[src/rtl/sram_arb_pkg.sv]
// Shared types and constants for the two-master SRAM arbiter.
package sram_arb_pkg;

    typedef enum logic [1:0] {
        StIdle   = 2'd0,
        StAccess = 2'd1,
        StAck    = 2'd2
    } arb_state_e;

    // Owner encodings double as the one-hot grant vector {m1, m0}.
    localparam logic [1:0] OWN_NONE = 2'b00;
    localparam logic [1:0] OWN_M0   = 2'b01;
    localparam logic [1:0] OWN_M1   = 2'b10;

    localparam int unsigned LatCntWidth = 4;

endpackage

[src/rtl/rr_arb2.sv]
// Two-way round-robin pick: a lone requester wins, a tie goes to the master not granted last.
module rr_arb2 (
    input  logic [1:0] req_i,
    input  logic       last_grant_i,
    output logic [1:0] gnt_o
);

    always_comb begin
        gnt_o = req_i;
        if (&req_i) begin
            gnt_o = last_grant_i ? 2'b01 : 2'b10;
        end
    end

endmodule

[src/rtl/sram_arbiter.sv]
// Two-master round-robin arbiter and sequencer in front of the single sram_ctrl request port.
module sram_arbiter
    import sram_arb_pkg::*;
#(
    parameter int unsigned READ_LAT = 1
) (
    input  logic        clk,
    input  logic        rst_n,
    input  logic        m0_req_i,
    input  logic        m0_write_i,
    input  logic [31:0] m0_addr_i,
    input  logic [3:0]  m0_byte_select_i,
    input  logic [31:0] m0_data_save_i,
    output logic [31:0] m0_data_load_o,
    output logic        m0_ack_o,
    input  logic        m1_req_i,
    input  logic        m1_write_i,
    input  logic [31:0] m1_addr_i,
    input  logic [3:0]  m1_byte_select_i,
    input  logic [31:0] m1_data_save_i,
    output logic [31:0] m1_data_load_o,
    output logic        m1_ack_o,
    output logic        mem_enable_o,
    output logic        mem_read_enable_o,
    output logic [31:0] mem_addr_o,
    output logic [3:0]  mem_byte_select_o,
    output logic [31:0] mem_data_save_o,
    input  logic [31:0] mem_data_load_i,
    input  logic        mem_busy_i,
    output logic [1:0]  owner_o
);

    localparam logic [LatCntWidth-1:0] LatFirst = LatCntWidth'(1);
    localparam logic [LatCntWidth-1:0] LatLast  = LatCntWidth'(READ_LAT);
    localparam logic [LatCntWidth-1:0] LatMax   = '1;

    arb_state_e state_q, state_d;

    logic [1:0]             req;
    logic [1:0]             gnt;
    logic                   sel;
    logic                   access_done;
    logic                   last_grant_q, last_grant_d;
    logic [1:0]             owner_q, owner_d;
    logic                   write_q, write_d;
    logic [LatCntWidth-1:0] lat_cnt_q, lat_cnt_d;
    logic                   mem_en_q, mem_en_d;
    logic                   mem_ren_q, mem_ren_d;
    logic [31:0]            addr_q, addr_d;
    logic [3:0]             be_q, be_d;
    logic [31:0]            wdata_q, wdata_d;
    logic [31:0]            load0_q, load0_d;
    logic [31:0]            load1_q, load1_d;
    logic                   ack0_q, ack0_d;
    logic                   ack1_q, ack1_d;

    assign req = {m1_req_i, m0_req_i};
    assign sel = gnt[1];

    rr_arb2 u_rr_arb2 (
        .req_i        (req),
        .last_grant_i (last_grant_q),
        .gnt_o        (gnt)
    );

    // A write ignores busy in its first ACCESS cycle, so it always lasts at least two.
    assign access_done = write_q ? ((lat_cnt_q != LatFirst) && !mem_busy_i)
                                 : (lat_cnt_q == LatLast);

    always_ff @(posedge clk or negedge rst_n) begin
        if (!rst_n) begin
            state_q <= StIdle;
        end else begin
            state_q <= state_d;
        end
    end

    always_comb begin
        state_d = state_q;
        unique case (state_q)
            StIdle:   if (|req) state_d = StAccess;
            StAccess: if (access_done) state_d = StAck;
            StAck:    state_d = StIdle;
            default:  state_d = StIdle;
        endcase
    end

    always_comb begin
        last_grant_d = last_grant_q;
        owner_d      = owner_q;
        write_d      = write_q;
        lat_cnt_d    = lat_cnt_q;
        mem_en_d     = mem_en_q;
        mem_ren_d    = mem_ren_q;
        addr_d       = addr_q;
        be_d         = be_q;
        wdata_d      = wdata_q;
        load0_d      = load0_q;
        load1_d      = load1_q;
        ack0_d       = 1'b0;
        ack1_d       = 1'b0;
        unique case (state_q)
            StIdle: begin
                if (|req) begin
                    last_grant_d = sel;
                    owner_d      = gnt;
                    write_d      = sel ? m1_write_i : m0_write_i;
                    addr_d       = sel ? m1_addr_i : m0_addr_i;
                    be_d         = sel ? m1_byte_select_i : m0_byte_select_i;
                    wdata_d      = sel ? m1_data_save_i : m0_data_save_i;
                    mem_en_d     = 1'b1;
                    mem_ren_d    = sel ? !m1_write_i : !m0_write_i;
                    lat_cnt_d    = LatFirst;
                end
            end
            StAccess: begin
                if (lat_cnt_q != LatMax) lat_cnt_d = lat_cnt_q + LatFirst;
                if (access_done) begin
                    mem_en_d  = 1'b0;
                    mem_ren_d = 1'b0;
                    ack0_d    = owner_q[0];
                    ack1_d    = owner_q[1];
                    if (!write_q) begin
                        if (owner_q[0]) load0_d = mem_data_load_i;
                        if (owner_q[1]) load1_d = mem_data_load_i;
                    end
                end
            end
            StAck: begin
                owner_d = OWN_NONE;
            end
            default: ;
        endcase
    end

    always_ff @(posedge clk or negedge rst_n) begin
        if (!rst_n) begin
            last_grant_q <= 1'b1;
            owner_q      <= OWN_NONE;
            write_q      <= 1'b0;
            lat_cnt_q    <= '0;
            mem_en_q     <= 1'b0;
            mem_ren_q    <= 1'b0;
            addr_q       <= '0;
            be_q         <= '0;
            wdata_q      <= '0;
            load0_q      <= '0;
            load1_q      <= '0;
            ack0_q       <= 1'b0;
            ack1_q       <= 1'b0;
        end else begin
            last_grant_q <= last_grant_d;
            owner_q      <= owner_d;
            write_q      <= write_d;
            lat_cnt_q    <= lat_cnt_d;
            mem_en_q     <= mem_en_d;
            mem_ren_q    <= mem_ren_d;
            addr_q       <= addr_d;
            be_q         <= be_d;
            wdata_q      <= wdata_d;
            load0_q      <= load0_d;
            load1_q      <= load1_d;
            ack0_q       <= ack0_d;
            ack1_q       <= ack1_d;
        end
    end

    assign mem_enable_o      = mem_en_q;
    assign mem_read_enable_o = mem_ren_q;
    assign mem_addr_o        = addr_q;
    assign mem_byte_select_o = be_q;
    assign mem_data_save_o   = wdata_q;
    assign m0_data_load_o    = load0_q;
    assign m1_data_load_o    = load1_q;
    assign m0_ack_o          = ack0_q;
    assign m1_ack_o          = ack1_q;
    assign owner_o           = owner_q;

endmodule

[config.mk]
export PLATFORM = sky130hd
export DESIGN_NAME = sram_arbiter
export DESIGN_NICKNAME = d
export VERILOG_FILES = /design/src/rtl/sram_arb_pkg.sv /design/src/rtl/rr_arb2.sv /design/src/rtl/sram_arbiter.sv
export SDC_FILE = /design/constraint.sdc
export NUM_CORES = 1
export LEC_CHECK = 0
export ABC_AREA = 1
export CAP_MARGIN = 20
export CORE_ASPECT_RATIO = 0.75
export CORE_MARGIN = 3
export CORE_UTILIZATION = 38
export CTS_BUF_LIST = sky130_fd_sc_hd__clkbuf_4 sky130_fd_sc_hd__clkbuf_8
export CTS_CLUSTER_SIZE = 10
export DETAILED_ROUTE_END_ITERATION = 12
export PLACE_DENSITY = 0.79
export REMOVE_ABC_BUFFERS = 1
export SETUP_SLACK_MARGIN = 0.02
export SLEW_MARGIN = 10
export SYNTH_ARGS = -nofsm -noshare
export SYNTH_HDL_FRONTEND = slang
export SYNTH_SLANG_ARGS = --single-unit
[constraint.sdc]
create_clock -name clk -period 1.28 [get_ports clk]
set_input_delay 0.192 -clock clk [delete_from_list [all_inputs] [get_ports clk]]
set_output_delay 0.192 -clock clk [all_outputs]
set_load 0.01 [all_outputs]
==> summary.md <==
| Metric | Value |
|---|---|
| Worst-path clk slew | `0.10 ns` |
| FILL cells | `1165` |
| Antenna Nets Post-Route | `0` |
| Critical Path RT | `approximately 1.6 ns` |
| H-tree Lvls | `4` |
| Core box area | `16200 um^2` |
| Final critical-path share of the clock period | `1.16` |
| Register area | `3660 um^2` |
| Worst Path Arrival | `between 1.5 and 2 ns` |
| Detailed Routing Iterations Pass 1 | `5` |
| Area fraction in compound gates after synthesis | `0.118` |
| Via density | `5.37` |
| Worst Setup End Kind | `register` |
| GPL Wtd Cong | `between 0.8 and 0.9` |
| Avg Cell Area, Syn | `8.63 um^2` |
| Worst-Margin Slew | `0.386 ns` |
| Total track usage | `0.244` |
| Share of layout cells above drive strength 1 | `0.404` |
| Post-Synth Simple-Gate Area | `0.249` |
| Pre-CTS setup slack | `-0.402 ns` |
| Mux cell area share after synthesis | `0` |
| Status | `finished with violations` |
| CTS max path bufs | `2` |
| Vias in the first global route | `~6.6k` |
| Initial core utilization | `0.392` |
| Remaining DRCs | `0` |
| Die height | `around 120 um` |
| RSZ-0062 raised after global routing | `true` |
| Sinks on Clock Net | `roughly 150` |
| Die area | `~18000 um^2` |
| Hold Path Class | `in2async` |
| Max-cap violations | `0` |
| Fin nets | `1304` |
| Xor-xnor portion of the synthesized cell area | `0` |
| Leading cell type in the layout, fill and taps excluded | `clkdlybuf4s50_1` |
| Max_slew headroom | `0.743` |
| Critical Path Fanout Max | `8` |
| Final hold violations | `0` |
| Seq/Total Area, Yosys | `0.575` |
| Most frequent cells in the layout | `clkdlybuf4s50_1, nand2_1, dfrtp_1` |
| Worst Setup Path Type | `reg2reg` |
| Yosys warns | `0` |
| Wirelength per Cell | `20.4 um` |
| Area Growth Syn to Fin | `81.9%` |
| Worst Clk Skew | `~0.014 ns` |
| Setup tns final | `-17.16 ns` |
| Cell at the slowest stage of the critical path | `dfrtp_1` |
| Ports | `approximately 310` |
| Overflow after GRT | `0` |
| Post-Place Cells | `approximately 1.3k` |
| Iter 0 DRT Violations | `approximately 630` |
| Largest net degree at the start of global routing | `42` |
| Area of the multi-input gates | `around 3000 um^2` |
| Hpwl dp | `15.9 mm` |
| # setup viols final | `141` |
| Critical Path Start Type | `register` |
| Routed WL | `~28 mm` |
| Slew Limit Fails | `0` |
| Critical Path, Cell by Cell | `inv_2 > nor2_4 > nand4_1 > buf_6 > buf_12 > nand2_4 > nand2_2` |
| Overall Power | `0.0280 W` |
| Input/output buffers | `~310` |
| Fmax | `just under 700 MHz` |
| First-pass GRT wire length | `between 30 and 40 mm` |
| Final Non-Filler Cells | `1350` |
| Adder-Cell Fraction of Synth Area | `0.00393` |
| Final worst path period need | `around 1.5 ns` |
| Syn Inst Count | `~740` |
| CTS tree | `yes` |
| Die width | `approximately 160 um` |
| Setup ws final | `-0.207 ns` |
| Largest family of logic cells by synthesized area | `simple AND/OR/NAND/NOR gates` |
| Worst skew pair latency | `approximately 0.45 ns` |
| Pwr dens | `between 2000 and 2500 nW/um^2` |
| CP max stage delay | `around 0.44 ns` |
| Synthesized cell area | `between 6000 and 7000 um^2` |
| Num CTS Buffers | `17` |
| Row count | `40` |
| Netlist cell types | `24` |
| Failing checks | `setup timing` |
| Root buf cell | `clkbuf_8` |
| Maximum vdd ir drop | `around 0.0011 V` |
| Vias | `approximately 7.2k` |
| N_diodes | `0` |
| Antenna violations before repair | `0` |
| Lkg Pwr | `5.35 nW` |
| Synth Register Bits | `between 100 and 150` |
## per-layer routing
| metal | GRT usage | wire [um] |
|---|---|---|
| met1 | 0.328 | 11300 |
| met2 | 0.383 | 13200 |
| met3 | 0.0684 | 2160 |
| met4 | 0.0765 | 776 |
| met5 | 0 | 0 |
## cells by family after synthesis
logic type / after synthesis
AO/OA/AOI/OAI: 149
adder cells (fa/ha/maj): 2
buffers and inverters: 70
AND/OR/NAND/NOR: 370
flip-flops: 146
## metrics by stage
| stage | utilization | cell area [um^2] | hold WS [ns] |
|---|---|---|---|
| 4_1_cts | 0.623 | 10100 | 0.184 |
| 5_1_grt | 0.713 | 11600 | 0.219 |
| 2_1_floorplan | - | 6070 | -0.104 |
| 3_5_place_dp | 0.618 | 10000 | 0.129 |
| 6_report | 0.713 | 11600 | 0.220 |
| 3_3_place_gp | 0.618 | 10000 | 0.128 |
## critical path, delay by kind of cell (launching register included)
kind	cells	cell delay, ns
AND/OR/NAND/NOR	4	0.46
buffers and inverters	3	0.46
flip-flops	1	0.44
## final cells by class
type,count,area share
clock buffers,18,0.0209
well taps,210,0.0227
repair buffers,426,0.355
multi-input cells,521,0.267
flip-flops and latches,146,0.316
clock inverters,14,0.0124
inverters,15,0.00552
## where the power goes
part           leakage [nW]  internal, W  switching [W]
combinational          3.42      0.00751        0.00844
sequential             1.74      0.00694        0.00147
clock                 0.185      0.00162        0.00199
## state kept, by name, summed over array words and instances (netlist names), 2 cells and up
| name | count |
|---|---|
| state_q | 2 |
| owner_o | 2 |
| m1_data_load_o | 32 |
| m0_data_load_o | 32 |
| mem_data_save_o | 32 |
| lat_cnt_q | 4 |
| mem_byte_select_o | 4 |
| mem_addr_o | 32 |
## worst paths after layout
kind	start	end	slack, ns	depth (start not counted)
setup / recovery	state_q[0]	m1_data_load_o[11]	-0.21	7
hold / removal	rst_n	m0_data_load_o[15]	0.22	2
setup reg to reg	state_q[0]	m1_data_load_o[11]	-0.21	7
hold reg to reg	m1_data_load_o[16]	m1_data_load_o[16]	0.48	2
max in group asynchronous	rst_n	mem_addr_o[16]	0.48	3
min in group clk	m1_data_save_i[28]	mem_data_save_o[28]	0.33	3
## synthesized netlist by cell type (all sizes together)
| cell type | n | share of area |
|---|---|---|
| dfrtp | 145 | 0.57 |
| o21a | 1 | 0.0012 |
| a21oi | 2 | 0.0016 |
| o21ai | 144 | 0.11 |
| o22ai | 1 | 0.00098 |
| nand4 | 67 | 0.066 |
| nand3 | 4 | 0.0031 |
| ha | 2 | 0.0039 |
| dfstp | 1 | 0.0041 |
| inv | 15 | 0.0089 |
| buf | 40 | 0.037 |
| nor2 | 80 | 0.050 |
| nor3 | 1 | 0.00079 |
| clkbuf | 15 | 0.0089 |
| or2 | 1 | 0.00098 |
| o211ai | 1 | 0.0012 |
| nand2 | 217 | 0.13 |
## what timing repair did
item                                    4_1_cts  5_1_grt
buffers inserted                             22       13
pin swaps                                    10       80
endpoints found under the hold margin       100        0
resized for setup                           599      272
hold buffers                                  1        0
endpoints found under the setup margin      282      151
gates cloned                                  4       26
Note: power is estimated with default switching activity, not from simulation.
